<file path="src/rtl/fetch_decode_queue_if.sv">
// Shared types and the fetch/decode handshake bundle for the fetch-to-decode packet queue.
// The queue is the slave; whoever drives fetch packets and consumes decode packets is the master.
package fdq_pkg;
  typedef logic [31:0] inst_t;

  localparam logic [3:0] CAUSE_ILLEGAL_INSTRUCTION = 4'd2;

  typedef struct packed {
    logic        valid;
    logic [3:0]  cause;
    logic [31:0] pc;
    logic [31:0] tval;
  } trap_req_t;

  typedef struct packed {
    logic [31:0] pc;
    logic [31:0] pcplus4;
    logic [31:0] pc_pred;
    logic        pred_taken;
    inst_t       inst;
    trap_req_t   trap_req;
  } fdq_entry_t;
endpackage

interface fdq_if #(parameter int DEPTH = 4) ();
  import fdq_pkg::*;

  logic        valid_f;
  logic        ready_f;
  logic [31:0] pc_f;
  logic [31:0] pcplus4_f;
  logic [31:0] pc_pred_f;
  logic        pred_taken_f;
  inst_t       inst_f;
  trap_req_t   trap_req_f;
  logic        flush;

  logic        ready_d;
  logic        valid_d;
  logic [31:0] pc_d;
  logic [31:0] pcplus4_d;
  logic [31:0] pc_pred_d;
  logic        pred_taken_d;
  inst_t       inst_d;
  trap_req_t   trap_req_d;

  logic [$clog2(DEPTH+1)-1:0] count;
  logic        almost_full;
  logic        sealed;

  modport slave (
    input  valid_f, pc_f, pcplus4_f, pc_pred_f, pred_taken_f, inst_f, trap_req_f, flush, ready_d,
    output ready_f, valid_d, pc_d, pcplus4_d, pc_pred_d, pred_taken_d, inst_d, trap_req_d,
           count, almost_full, sealed
  );

  modport master (
    output valid_f, pc_f, pcplus4_f, pc_pred_f, pred_taken_f, inst_f, trap_req_f, flush, ready_d,
    input  ready_f, valid_d, pc_d, pcplus4_d, pc_pred_d, pred_taken_d, inst_d, trap_req_d,
           count, almost_full, sealed
  );
endinterface

</file>
<file path="src/rtl/fetch_decode_queue.sv">
// Circular buffer of fetch packets between fetch and decode. Seals after queuing a trapping packet
// until flushed; decode outputs read combinationally from the head and forced to zero when empty.
module fetch_decode_queue #(
  parameter int DEPTH = 4,
  parameter int AFULL = DEPTH - 1
) (
  input  logic  clk,
  input  logic  start,
  fdq_if.slave  bus
);
  import fdq_pkg::*;

  localparam int PW = $clog2(DEPTH);
  localparam int CW = $clog2(DEPTH + 1);
  localparam logic [CW-1:0] DEPTH_C = CW'(DEPTH);
  localparam logic [CW-1:0] AFULL_C = CW'(AFULL);

  fdq_entry_t    mem [DEPTH];
  fdq_entry_t    wr_entry;
  fdq_entry_t    head;
  logic [PW-1:0] wr_ptr;
  logic [PW-1:0] rd_ptr;
  logic [CW-1:0] count_q;
  logic          sealed_q;
  logic          run_q;
  logic          ready_f_int;
  logic          valid_d_int;
  logic          push;
  logic          pop;

  // run_q keeps ready_f low while in reset and until the first edge after release.
  assign ready_f_int = run_q && (count_q < DEPTH_C) && !sealed_q;
  assign valid_d_int = (count_q != '0);
  assign push        = bus.valid_f && ready_f_int && !bus.flush;
  assign pop         = valid_d_int && bus.ready_d && !bus.flush;

  always_comb begin
    wr_entry            = '0;
    wr_entry.pc         = bus.pc_f;
    wr_entry.pcplus4    = bus.pcplus4_f;
    wr_entry.pc_pred    = bus.pc_pred_f;
    wr_entry.pred_taken = bus.pred_taken_f;
    wr_entry.inst       = bus.inst_f;
    wr_entry.trap_req   = bus.trap_req_f;
  end

  always_ff @(posedge clk or negedge start) begin
    if (!start) begin
      wr_ptr   <= '0;
      rd_ptr   <= '0;
      count_q  <= '0;
      sealed_q <= 1'b0;
      run_q    <= 1'b0;
    end else begin
      run_q <= 1'b1;
      if (bus.flush) begin
        wr_ptr   <= '0;
        rd_ptr   <= '0;
        count_q  <= '0;
        sealed_q <= 1'b0;
      end else begin
        if (push) begin
          wr_ptr <= wr_ptr + PW'(1);
          if (bus.trap_req_f.valid) sealed_q <= 1'b1;
        end
        if (pop) rd_ptr <= rd_ptr + PW'(1);
        if (push && !pop)      count_q <= count_q + CW'(1);
        else if (pop && !push) count_q <= count_q - CW'(1);
      end
    end
  end

  // Payload storage carries no reset; validity is tracked by count alone.
  always_ff @(posedge clk) begin
    if (push) mem[wr_ptr] <= wr_entry;
  end

  always_comb begin
    head = '0;
    if (valid_d_int) head = mem[rd_ptr];
  end

  assign bus.ready_f      = ready_f_int;
  assign bus.valid_d      = valid_d_int;
  assign bus.pc_d         = head.pc;
  assign bus.pcplus4_d    = head.pcplus4;
  assign bus.pc_pred_d    = head.pc_pred;
  assign bus.pred_taken_d = head.pred_taken;
  assign bus.inst_d       = head.inst;
  assign bus.trap_req_d   = head.trap_req;
  assign bus.count        = count_q;
  assign bus.almost_full  = (count_q >= AFULL_C);
  assign bus.sealed       = sealed_q;
endmodule

</file>
<file path="src/flat_wrapper.sv">
// flat-port wrapper written by rule: the top's interface ports become plain ports
module fetch_decode_queue_flat import fdq_pkg::*;
#(
  parameter int DEPTH = 4,
  parameter int AFULL = DEPTH - 1
)
  (clk, start, bus_valid_f, bus_pc_f, bus_pcplus4_f, bus_pc_pred_f, bus_pred_taken_f, bus_inst_f, bus_trap_req_f, bus_flush, bus_ready_d, bus_ready_f, bus_valid_d, bus_pc_d, bus_pcplus4_d, bus_pc_pred_d, bus_pred_taken_d, bus_inst_d, bus_trap_req_d, bus_count, bus_almost_full, bus_sealed);
  fdq_if #(.DEPTH(DEPTH)) bus_i ();
  input  logic clk;
  input  logic start;
  input wire logic [$bits(bus_i.valid_f)-1:0] bus_valid_f;
  input wire logic [$bits(bus_i.pc_f)-1:0] bus_pc_f;
  input wire logic [$bits(bus_i.pcplus4_f)-1:0] bus_pcplus4_f;
  input wire logic [$bits(bus_i.pc_pred_f)-1:0] bus_pc_pred_f;
  input wire logic [$bits(bus_i.pred_taken_f)-1:0] bus_pred_taken_f;
  input wire logic [$bits(bus_i.inst_f)-1:0] bus_inst_f;
  input wire logic [$bits(bus_i.trap_req_f)-1:0] bus_trap_req_f;
  input wire logic [$bits(bus_i.flush)-1:0] bus_flush;
  input wire logic [$bits(bus_i.ready_d)-1:0] bus_ready_d;
  output wire logic [$bits(bus_i.ready_f)-1:0] bus_ready_f;
  output wire logic [$bits(bus_i.valid_d)-1:0] bus_valid_d;
  output wire logic [$bits(bus_i.pc_d)-1:0] bus_pc_d;
  output wire logic [$bits(bus_i.pcplus4_d)-1:0] bus_pcplus4_d;
  output wire logic [$bits(bus_i.pc_pred_d)-1:0] bus_pc_pred_d;
  output wire logic [$bits(bus_i.pred_taken_d)-1:0] bus_pred_taken_d;
  output wire logic [$bits(bus_i.inst_d)-1:0] bus_inst_d;
  output wire logic [$bits(bus_i.trap_req_d)-1:0] bus_trap_req_d;
  output wire logic [$bits(bus_i.count)-1:0] bus_count;
  output wire logic [$bits(bus_i.almost_full)-1:0] bus_almost_full;
  output wire logic [$bits(bus_i.sealed)-1:0] bus_sealed;
  assign bus_i.valid_f = bus_valid_f;
  assign bus_i.pc_f = bus_pc_f;
  assign bus_i.pcplus4_f = bus_pcplus4_f;
  assign bus_i.pc_pred_f = bus_pc_pred_f;
  assign bus_i.pred_taken_f = bus_pred_taken_f;
  assign bus_i.inst_f = bus_inst_f;
  assign bus_i.trap_req_f = bus_trap_req_f;
  assign bus_i.flush = bus_flush;
  assign bus_i.ready_d = bus_ready_d;
  assign bus_ready_f = bus_i.ready_f;
  assign bus_valid_d = bus_i.valid_d;
  assign bus_pc_d = bus_i.pc_d;
  assign bus_pcplus4_d = bus_i.pcplus4_d;
  assign bus_pc_pred_d = bus_i.pc_pred_d;
  assign bus_pred_taken_d = bus_i.pred_taken_d;
  assign bus_inst_d = bus_i.inst_d;
  assign bus_trap_req_d = bus_i.trap_req_d;
  assign bus_count = bus_i.count;
  assign bus_almost_full = bus_i.almost_full;
  assign bus_sealed = bus_i.sealed;
  fetch_decode_queue #(.DEPTH(DEPTH), .AFULL(AFULL)) u_core (.clk(clk), .start(start), .bus(bus_i));
endmodule
</file>
<file path="config.mk">
export PLATFORM = sky130hd
export DESIGN_NAME = fetch_decode_queue_flat
export DESIGN_NICKNAME = d
export VERILOG_FILES = /design/src/rtl/fetch_decode_queue_if.sv /design/src/rtl/fetch_decode_queue.sv /design/src/flat_wrapper.sv
export SDC_FILE = /design/constraint.sdc
export NUM_CORES = 1
export LEC_CHECK = 0
export CORE_ASPECT_RATIO = 1.1
export CORE_MARGIN = 8
export CORE_UTILIZATION = 45
export CTS_CLUSTER_SIZE = 28
export DETAILED_ROUTE_END_ITERATION = 8
export GPL_TIMING_DRIVEN = 0
export PLACE_DENSITY = 0.75
export SYNTH_ARGS = -nofsm -noshare
export SYNTH_HDL_FRONTEND = slang
export SYNTH_SLANG_ARGS = --single-unit
</file>
<file path="constraint.sdc">
create_clock -name clk -period 16.63 [get_ports clk]
set_input_delay 3.326 -clock clk [delete_from_list [all_inputs] [get_ports clk]]
set_output_delay 3.326 -clock clk [all_outputs]
set_load 0.01 [all_outputs]
</file>
* Word-level counts from Yosys, hierarchy flattened
Memory sizes are Yosys's and may differ from the RTL's.
Cells that the tools add are included.
** Operators by class
- Add/sub/neg operators :: 4
- $lt $le $gt $ge :: 2
- Mux-type cells :: 13
- Reductions and logical operators :: 18
** Operator list (count)
- $mux W198 :: 1
- $mux W3 :: 3
- $logic_and A1 B1 Y1 :: 8
- $mux W2 :: 4
- $reduce_bool A2 Y1 :: 3
- $reduce_bool A3 Y1 :: 2
- $mux W1 :: 5
- $add A2 B1 Y2 const B :: 2
- $logic_not A1 Y1 :: 4
- $add A3 B1 Y3 const B :: 1
- $ge A3 B2 Y1 const B :: 1
- $lt A3 B3 Y1 const B :: 1
- $sub A3 B1 Y3 const B :: 1
- $reduce_and A2 Y1 :: 1
** Storage, ports and cells
- Flip-flop bits (word level) :: 9
- Memory bits (writable) :: 792
- Bits of input ports :: 203
- Output and inout port bits :: 205
- Logic and storage cells :: 43
- Memories kept :: 1
** Memory list
- u_core.mem :: depth 4, width 198, rd ports 1, clocked after memory_dff 0, write ports 1, line fetch_decode_queue.sv:18 : fdq_entry_t mem [DEPTH];

* Longest topological paths before layout
- Depth after elaboration :: 10
- Gate-level depth with buffers :: 8
- Gate-level depth less buffers :: 6

* Worst setup path after synthesis
Ideal clock, no wire load.
- Path kind :: input to register
- Start :: input bus_valid_f
- End :: memory u_core.mem[0][0] (netlist name) (enable)
- Setup time :: 584 ps
- Data arrival time :: 8262 ps
- Data required time :: 16046 ps
- Slack :: 7784 ps
- Stages on the path :: 4
- Buffers on the path :: 1
- Path through :: nand4bb_1 -> buf_2 -> nor2_1 -> and2_1
** On the way
- Word-level cells in the longest chain between the ends :: 4
** Ends and longest elaborated chain
- start: declaration :: line flat_wrapper.sv:11 : input wire logic [$bits(bus_i.valid_f)-1:0] bus_valid_f;
- $logic_and A1 B1 Y1 (2 in series) :: line fetch_decode_queue.sv:34 : assign push = bus.valid_f && ready_f_int && !bus.flush;
- $mux W1 :: line fetch_decode_queue.sv:75 : if (push) mem[wr_ptr] <= wr_entry;
- $mux W1 (implied by the code) :: line fetch_decode_queue.sv:75
- end: declaration :: line fetch_decode_queue.sv:18
Every way passes these cells.

* Final worst setup path
- Start :: register u_core.count_q[1] (netlist: u_core.bus.count[1])
- End :: output bus_pc_pred_d[28]
** On the way
- Word-level cells in the longest chain between the ends :: 2
** Ends and longest elaborated chain
- start: declaration :: line fetch_decode_queue.sv:23 : logic [CW-1:0] count_q;
- start signal: assignment :: line fetch_decode_queue.sv:67 : if (push && !pop) count_q <= count_q + CW'(1);
- start signal: assignment :: line fetch_decode_queue.sv:68 : else if (pop && !push) count_q <= count_q - CW'(1);
- $reduce_bool A3 Y1 :: line fetch_decode_queue.sv:33 : assign valid_d_int = (count_q != '0);
- $mux W198 :: line fetch_decode_queue.sv:80 : if (valid_d_int) head = mem[rd_ptr];
- end: declaration :: line flat_wrapper.sv:24 : output wire logic [$bits(bus_i.pc_pred_d)-1:0] bus_pc_pred_d;
Every way passes these cells.

==> impl_metrics.toml <==
[status]
outcome = "complete, no violations"

[layout]
nFillCells = 4897
fin_cells = 2758
utilization_pct = 57.3
nNetsFinal = 2025
stdcell_area_mm2 = 0.0386
area_growth_pct = 26.5
regArea_mm2 = 0.0240
multi_input_area_mm2 = 0.00602
drive_gt1_share_pct = 19.7

[timing]
finalHoldViolCount = 0
worst_pin_slew_ns = 1.02
period_minus_slack_ns = 6.58
setup_viol = 0
slew_viol_final = 0
whs_ns = 0.583
maxSlewHeadroom_pct = 32.1
rsz0062_at_grt = "false"
setup-tns-final_ns = 0
skew_ns = 0.0220
fmax_ghz = 0.152
fin_crit_sh_pct = 39.5

[clock_tree]
clock_latency_ns = 0.61
postCtsSetupBuffers = 0
root_buffer = "clkbuf_16"
cts_made_buffers = 81
hold_buffers = 0
htreeDepth = 3
clk_path_buf_depth = 3
cts.repair.resized = 0
cts_tree = "yes"
clock-sinks = 801
clkTransAtPathRegs_ns = 0.06

[logic_synthesis]
syn_inst = 1315
synth_top_area_share_pct = 78.0
ys_ff_latch = 801
avgSynthCellArea_um2 = 23.2
async_flop_share_pct = 1.12
ys.flop_type = "edfxtp_1"
synthTopCellsByArea = "edfxtp_1 78%, mux4_2 15%, and2_1 4.1%"
yosysTopAreaCell = "edfxtp_1"
syn_area_mm2 = 0.0305
synth-edff-count = 792
yosysUniqueCellTypes = 31
synthTopCellsByCount = "792 x edfxtp_1, 202 x and2_1, 198 x mux4_2"
ys_seq_area_share_pct = 78.7
synth_warnings = 0
synth_nets = 1523
yosysMostFrequentCell = "edfxtp_1"

[global_route]
grt-ovfl-total = 0
track_usage_pct = 17.8
grt_pass1_wl_mm = 103
first_global_vias = 16000
grt_max_degree = 57
antenna_found_initial = 13

[detailed_routing]
drtAntennaViolNets = 0
drt_iter0_markers = 1234
drc = 0
totalWireLength_mm = 68.9
met1_length_mm = 27.1
dr_wl_met3_mm = 5.17
vias = 14800
dr.pass1.iters = 5
route.met2.wl_mm = 35.0
routedWlPerCell_um = 25.0
via_per_inst = 5.35
topRoutingLayerUsed = "met5"

[pwr]
powerDensity_mw_per_mm2 = 142
vdd_drop_max_uv = 95.6
leakage_nw = 12.2

[critical_path]
crit_required_ns = 13.30
critPathSlowestCell = "clkdlybuf4s50_1"
startpoint_type = "flip-flop"
cp_max_fo = 10
crit_path_cell_trace = "nor3_1, inv_2, buf_2, clkbuf_1, and2_1, clkdlybuf4s50_1"
critical_path_class = "flip-flop to primary output"
critPathCaptureType = "primary output"
slowest_delay_ns = 0.63
worstPathArrival_ns = 3.25

[place]
post_dp_cell_area_mm2 = 0.0360
hpwl_mm = 44.5
dpl.cell_count = 2601
place_congestion = 0.739
io_buffers = 407

[job]
cap_violations = 0

[floorplanning]
io_pins = 408
initial_utilization_pct = 45.3
die_y_um = 289
die_x_um = 264
num_rows = 100
core_area_mm2 = 0.0673
die_area_mm2 = 0.0764

[min_path]
hold_class = "flip-flop to flip-flop"
## layout by cell type (no fill, tap or decap), types with 3 or more instances in the layout
cell type / instances
diode_2: 9
a21oi_1: 4
clkinv_1: 17
and2_4: 4
edfxtp_1: 792
nor2_1: 5
buf_6: 23
clkinv_8: 3
nand2_1: 6
clkbuf_16: 84
bufinv_16: 5
buf_16: 12
inv_1: 4
ha_1: 4
dfrtp_1: 9
and2_1: 198
clkdlybuf4s50_1: 407
clkinv_2: 19
clkbuf_1: 44
mux4_2: 198
buf_2: 15
xnor2_1: 3
## where the power goes
part	internal (mW)	total, mW	leakage [nW]	switching [mW]
Sequential	2.26	2.27	7.27	0.0124
Clock	1.01	1.75	1.27	0.741
Combinational	0.785	1.46	3.63	0.676
## routing by layer
layer / vias to the layer above / track usage, %
met5: - / 0
met4: 6 / 5.90
met3: 110 / 5.17
met2: 511 / 30.0
met1: 7702 / 22.1
li1: 6428 / -
## final cells by class
type                       instances  area share (%)
buffer                            68            1.17
antenna                            9          0.0584
clock inverter                    49            1.07
sequential                       801            62.2
inverter                           5          0.0486
clock buffer                      99            5.59
timing repair buffer             419            11.4
tap                              867            2.81
multi-input combinational        441            15.6
## sequential cells by signal (all words and copies together), names as in the netlist
| name | flops |
|---|---|
| u_core.bus.sealed | 1 |
| u_core.mem | 792 |
| u_core.wr_ptr | 2 |
| u_core.rd_ptr | 2 |
| u_core.bus.count | 3 |
| u_core.run_q | 1 |
## cell families (layout without fill, tap and decap cells)
logic type / after synthesis / after routing / share of synthesized area, %
XOR/XNOR: 4 / 4 / 0.115
AO/OA/AOI/OAI: 10 / 10 / 0.213
multiplexers: 198 / 198 / 14.6
other: 1 / 10 / 0.0123
buffers and inverters: 73 / 640 / 1.54
flip-flops: 801 / 801 / 78.7
adder cells (fa/ha/maj): 5 / 5 / 0.230
AND/OR/NAND/NOR: 223 / 223 / 4.53
## stage by stage
stage | power [mW] | worst slack (ns)
4_1_cts | 5.57 | 9.89
6_report | 5.48 | 10.05
2_1_floorplan | 3.07 | 7.78
3_5_place_dp | 3.81 | 10.41
3_3_place_gp | 3.81 | 3.26
5_1_grt | 5.71 | 9.79
## path summary, 6_finish.rpt
| check | startpoint | to | slack (ns) | depth (start not counted) |
|---|---|---|---|---|
| setup / recovery | u_core.bus.count[1] | bus_pc_pred_d[28] | 10.05 | 6 |
| hold / removal | u_core.wr_ptr[1] | u_core.wr_ptr[1] | 0.58 | 2 |
| max in group asynchronous | start | u_core.rd_ptr[0] | 13.28 | 1 |
| hold reg to reg | u_core.wr_ptr[1] | u_core.wr_ptr[1] | 0.58 | 2 |
| min in group asynchronous | start | u_core.bus.count[1] | 3.03 | 1 |
| setup reg to reg | u_core.bus.count[2] | u_core.mem[3][125] | 13.63 | 7 |
## worst max-delay path, delay by kind of cell, from the launching register on
kind | cells | cell delay [ns]
DFF | 1 | 0.46
and+or+nand+nor | 2 | 0.34
buffers and inverters | 4 | 1.82
No activity file was read; power rests on OpenSTA's default activity.
==> variant 1: new RTL, config.mk and constraints unchanged <==
`DEPTH` is set to 4 in 3 places; all go to 8.
--- a/src/rtl/fetch_decode_queue_if.sv
+++ b/src/rtl/fetch_decode_queue_if.sv
@@ -23,5 +23,5 @@
 endpackage
 
-interface fdq_if #(parameter int DEPTH = 4) ();
+interface fdq_if #(parameter int DEPTH = 8) ();
   import fdq_pkg::*;
 
--- a/src/rtl/fetch_decode_queue.sv
+++ b/src/rtl/fetch_decode_queue.sv
@@ -2,5 +2,5 @@
 // until flushed; decode outputs read combinationally from the head and forced to zero when empty.
 module fetch_decode_queue #(
-  parameter int DEPTH = 4,
+  parameter int DEPTH = 8,
   parameter int AFULL = DEPTH - 1
 ) (
--- a/src/flat_wrapper.sv
+++ b/src/flat_wrapper.sv
@@ -2,5 +2,5 @@
 module fetch_decode_queue_flat import fdq_pkg::*;
 #(
-  parameter int DEPTH = 4,
+  parameter int DEPTH = 8,
   parameter int AFULL = DEPTH - 1
 )
Ports: changed (resized bus_count); port bits go from 408 to 409. No check against the original RTL was run, so the function may have changed too.
==> variant 1 against the unedited design <==
Register-to-register slack got worse by 0.85 ns. Global-route usage rose by 1.1 points. Worst setup slack got worse by 0.99 ns. Area after synthesis rose by 99%. Routed wire length rose by 100%. First-iteration DRC count rose by 130%. Design area rose by 92%. Sequential cell count rose by 795. Combinational power rose by 100%. Sequential share of layout area rose by 2.4 points. Power rose by 98%. Critical endpoint is now bus_pc_pred_d[17].
==> variant 1: results (changes against the unedited design) <==
outcome completed (unchanged); final net count 3,463 (was 2,025); WL/cell 27.1 um (was 25.0 um); Reg2Reg Depth 12 (was 7); synth top area cells edfxtp_1 79%, mux4_2 15%, mux2i_1 3.3%, nor2_1 1.3%, dfrtp_1 0.50% (was edfxtp_1 78%, mux4_2 15%, and2_1 4.1%, buf_6 0.85%, dfrtp_1 0.74%); Yosys cell types 37 (was 31); slack of the worst reg-to-reg path 12.78 ns (was 13.63 ns); initial drt markers 2,839 (was 1,234); PostCTS Resize Cnt 0 (unchanged); vias in the first global route 30,073 (was 15,953); Seq/Total Area, Yosys 0.790 (was 0.787); register area 47,900 sq um (was 24,000 sq um); GPL Wtd Cong 0.740 (was 0.739); Ys Warns 0 (unchanged); Largest Register u_core.mem (unchanged); Post-CTS Setup Inserts 0 (unchanged); Peak VDD IR 0.000111 V (was 0.0000956 V); hold_sp u_core.bus.sealed (was u_core.wr_ptr[1]); initial antenna violation count 40 (was 13); first-pass GRT wire length 206,000 um (was 103,000 um); DR pass1 iterations 5 (unchanged); max reg flops 1,584 (was 792); EDFF count, synth 1,584 (was 792); clk_lat worst skew 0.79 ns (was 0.61 ns); P_leak 22.6 nW (was 12.2 nW); Critical Path AT 4.24 ns (was 3.25 ns); Crit Reg-Reg Startpoint u_core.bus.count[3] (was u_core.bus.count[2]); Cells after Synth 2,596 (was 1,315); Worst-Margin Slew 1.08 ns (was 1.02 ns); Post-synth top cells 1,584 x edfxtp_1, 396 x mux4_2, 212 x nor2_1 (was 792 x edfxtp_1, 202 x and2_1, 198 x mux4_2); crit path max fanout 10 (unchanged); Reg2Reg Capture Point u_core.mem[1][169] (was u_core.mem[3][125]); DR vias 28,924 (was 14,757); Global Route Usage Sum 0.189 (was 0.178); Placed Area 69,100 sq um (was 36,000 sq um); layout cells sized above 1 0.228 (was 0.197); Port Buffers 408 (was 407); Via density 5.57 (was 5.35); Worst Hold Path Cells 2 (unchanged); worst clock skew 0.0340 ns (was 0.0220 ns); DP HPWL 91,700 um (was 44,500 um); TritonCTS Buffers 156 (was 81); Clock transition at path regs 0.06 ns (about the same); pre-CTS worst setup slack 9.55 ns (was 10.41 ns); Max clock buf depth 3 (unchanged); ys async rst share 0.00752 (was 0.0112); worst hold path class reg -> reg (unchanged); Root Buffer clkbuf_16 (unchanged); syn_nets 2,804 (was 1,523); worst hold slack 0.593 ns (was 0.583 ns); largest net degree at the start of global routing 26 (was 57); H-tree Lvls 4 (was 3); WHS Endpoint u_core.bus.sealed (was u_core.wr_ptr[1]); placed insts 4,884 (was 2,601); Fillers 9,689 (was 4,897)
## variant 1: final cells by class
class | count | area share
sequential | 1596 | 0.646
multi-input combinational | 859 | 0.164
timing repair buffer | 501 | 0.0841
clock buffer | 192 | 0.0551
tap | 1787 | 0.0302
clock inverter | 92 | 0.0116
buffer | 135 | 0.00797
antenna | 23 | 0.000777
inverter | 6 | 0.000304
## variant 1: kinds of logic (layout without fill, tap and decap cells)
logic type	count (synthesis)	in the layout	share of synthesized area
muxes	596	596	0.180
adders and majority gates	5	5	0.00116
other	1	24	0.0000619
xor gates and xnor gates	4	4	0.000578
buffers and inverters	141	926	0.0101
and+or+nand+nor	238	238	0.0157
DFF	1596	1596	0.790
AOI/OAI and AO/OA	15	15	0.00192
## variant 1: layer usage
layer  vias to the layer above  GRT usage  wire [um]
met5                         -          0        166
met4                        26     0.0604       3490
met3                       215     0.0523      11100
met2                      1088      0.307      69700
met1                     15325      0.248      56200
li1                      12270          -          -
## variant 1: power by group
group | internal (mW) | switching [mW]
Clock | 1.90 | 1.51
Sequential | 4.48 | 0.0190
Combinational | 1.46 | 1.48
## variant 1: worst max path at each step
stage                        startpoint                  to  slack [ns]  cells past startpoint
finish              u_core.bus.count[1]   bus_pc_pred_d[17]        9.06                      6
global route        u_core.bus.count[1]   bus_pc_pred_d[17]        8.80                      6
CTS                 u_core.bus.count[1]   bus_pc_pred_d[19]        8.90                      6
detailed placement          bus_valid_f  u_core.mem[1][157]        9.55                     12
global placement            bus_valid_f  u_core.mem[2][151]       -6.11                      4
floorplan                   bus_valid_f    u_core.mem[7][0]        3.63                      4
## variant 1: critical path: stages (launching register included)
cell             delay (ns)
dfrtp_1                0.50
nor4_1                 0.35
buf_2                  0.52
buf_2                  0.63
clkbuf_1               0.59
nor2_1                 0.26
clkdlybuf4s50_1        0.56
==> variant 2: new RTL, same settings <==
Without the edit above. Put a register stage on the output `bus.pred_taken_d`, without a reset. The value now appears one clock later.
--- a/src/rtl/fetch_decode_queue.sv
+++ b/src/rtl/fetch_decode_queue.sv
@@ -86,5 +86,7 @@
   assign bus.pcplus4_d    = head.pcplus4;
   assign bus.pc_pred_d    = head.pc_pred;
-  assign bus.pred_taken_d = head.pred_taken;
+  always_ff @(posedge clk) begin
+    bus.pred_taken_d <= head.pred_taken;
+  end
   assign bus.inst_d       = head.inst;
   assign bus.trap_req_d   = head.trap_req;
Formal check against the unedited RTL: not equivalent (a bounded check fails within 4 cycles, from zero or initial values).
==> variant 2 against the unedited design <==
Area after synthesis hardly changed. Worst setup slack worse by 0.032 ns. Core utilization increased by 0.094 points. Die area about the same. Sequential cell count up 1. Routed wire length down 0.86%. Clock skew decreased by 0.0047 ns. Design area rose by 0.35%. Register-to-register slack improved by 0.05 ns. Critical path type unchanged. Power up 0.41%. Sequential share of layout area shrank 0.17 points.
==> variant 2: results (changes against the unedited design) <==
Reg2Reg Capture Point u_core.mem[0][174] (was u_core.mem[3][125]); power share of the sequential group 0.414 (was 0.415); final std cells w/o fill 2,755 (was 2,758); Seq/Total Area, Yosys 0.787 (about the same); Yosys cell types 32 (was 31); outcome completed (unchanged); worst hold slack 0.582 ns (was 0.583 ns); slack of the worst reg-to-reg path 13.68 ns (was 13.63 ns); layout cells sized above 1 0.200 (was 0.197); Worst-Margin Slew 0.820 ns (was 1.02 ns); GPL Wtd Cong 0.758 (was 0.739); Worst Setup SP u_core.bus.count[0] (was u_core.bus.count[1]); Non-clock buffers 491 (was 487); met3 usage 0.0526 (was 0.0517); WL/cell 24.8 um (was 25.0 um); first-pass GRT wire length 101,000 um (was 103,000 um); Peak VDD IR 0.000131 V (was 0.0000956 V); GR Layer Usage met2 0.300 (about the same); utilization after layout 0.574 (was 0.573); hold_sp u_core.wr_ptr[0] (was u_core.wr_ptr[1]); clkbuf count 96 (was 99); initial antenna violation count 6 (was 13); Clk network pwr share 0.323 (was 0.319); clock network area share 0.0677 (was 0.0666); synth top area cells edfxtp_1 78%, mux4_2 15%, and2_1 4.1%, buf_6 0.85%, dfrtp_1 0.74% (unchanged); NetSw 1.42 mW (was 1.43 mW); Post-synth top cells 792 x edfxtp_1, 202 x and2_1, 198 x mux4_2 (unchanged); initial drt markers 1,149 (was 1,234); vias in the first global route 16,030 (was 15,953)
## variant 2: cell types whose count changed after synthesis, sizes merged
cell	delta
buf	+3
dfxtp	+1
clkbuf	-3
## variant 2: cell families after synthesis
group	synth area share
AND/OR/NAND/NOR	0.0452
flip-flops	0.787
multiplexers	0.146
adder cells (fa/ha/maj)	0.00230
AO/OA/AOI/OAI	0.00213
XOR/XNOR	0.00115
other	0.000123
buffers and inverters	0.0155
## variant 2: worst max-delay path, delay by kind of cell, from the launching register on
kind                   cells  cell delay (ns)
and+or+nand+nor            2             0.33
DFF                        1             0.48
buffers and inverters      4             1.87
## variant 2: per-layer routing
layer | up-vias | part of all wire
met5 | - | 0.00081
met4 | 8 | 0.016
met3 | 83 | 0.075
met2 | 507 | 0.51
met1 | 7685 | 0.40
li1 | 6440 | -
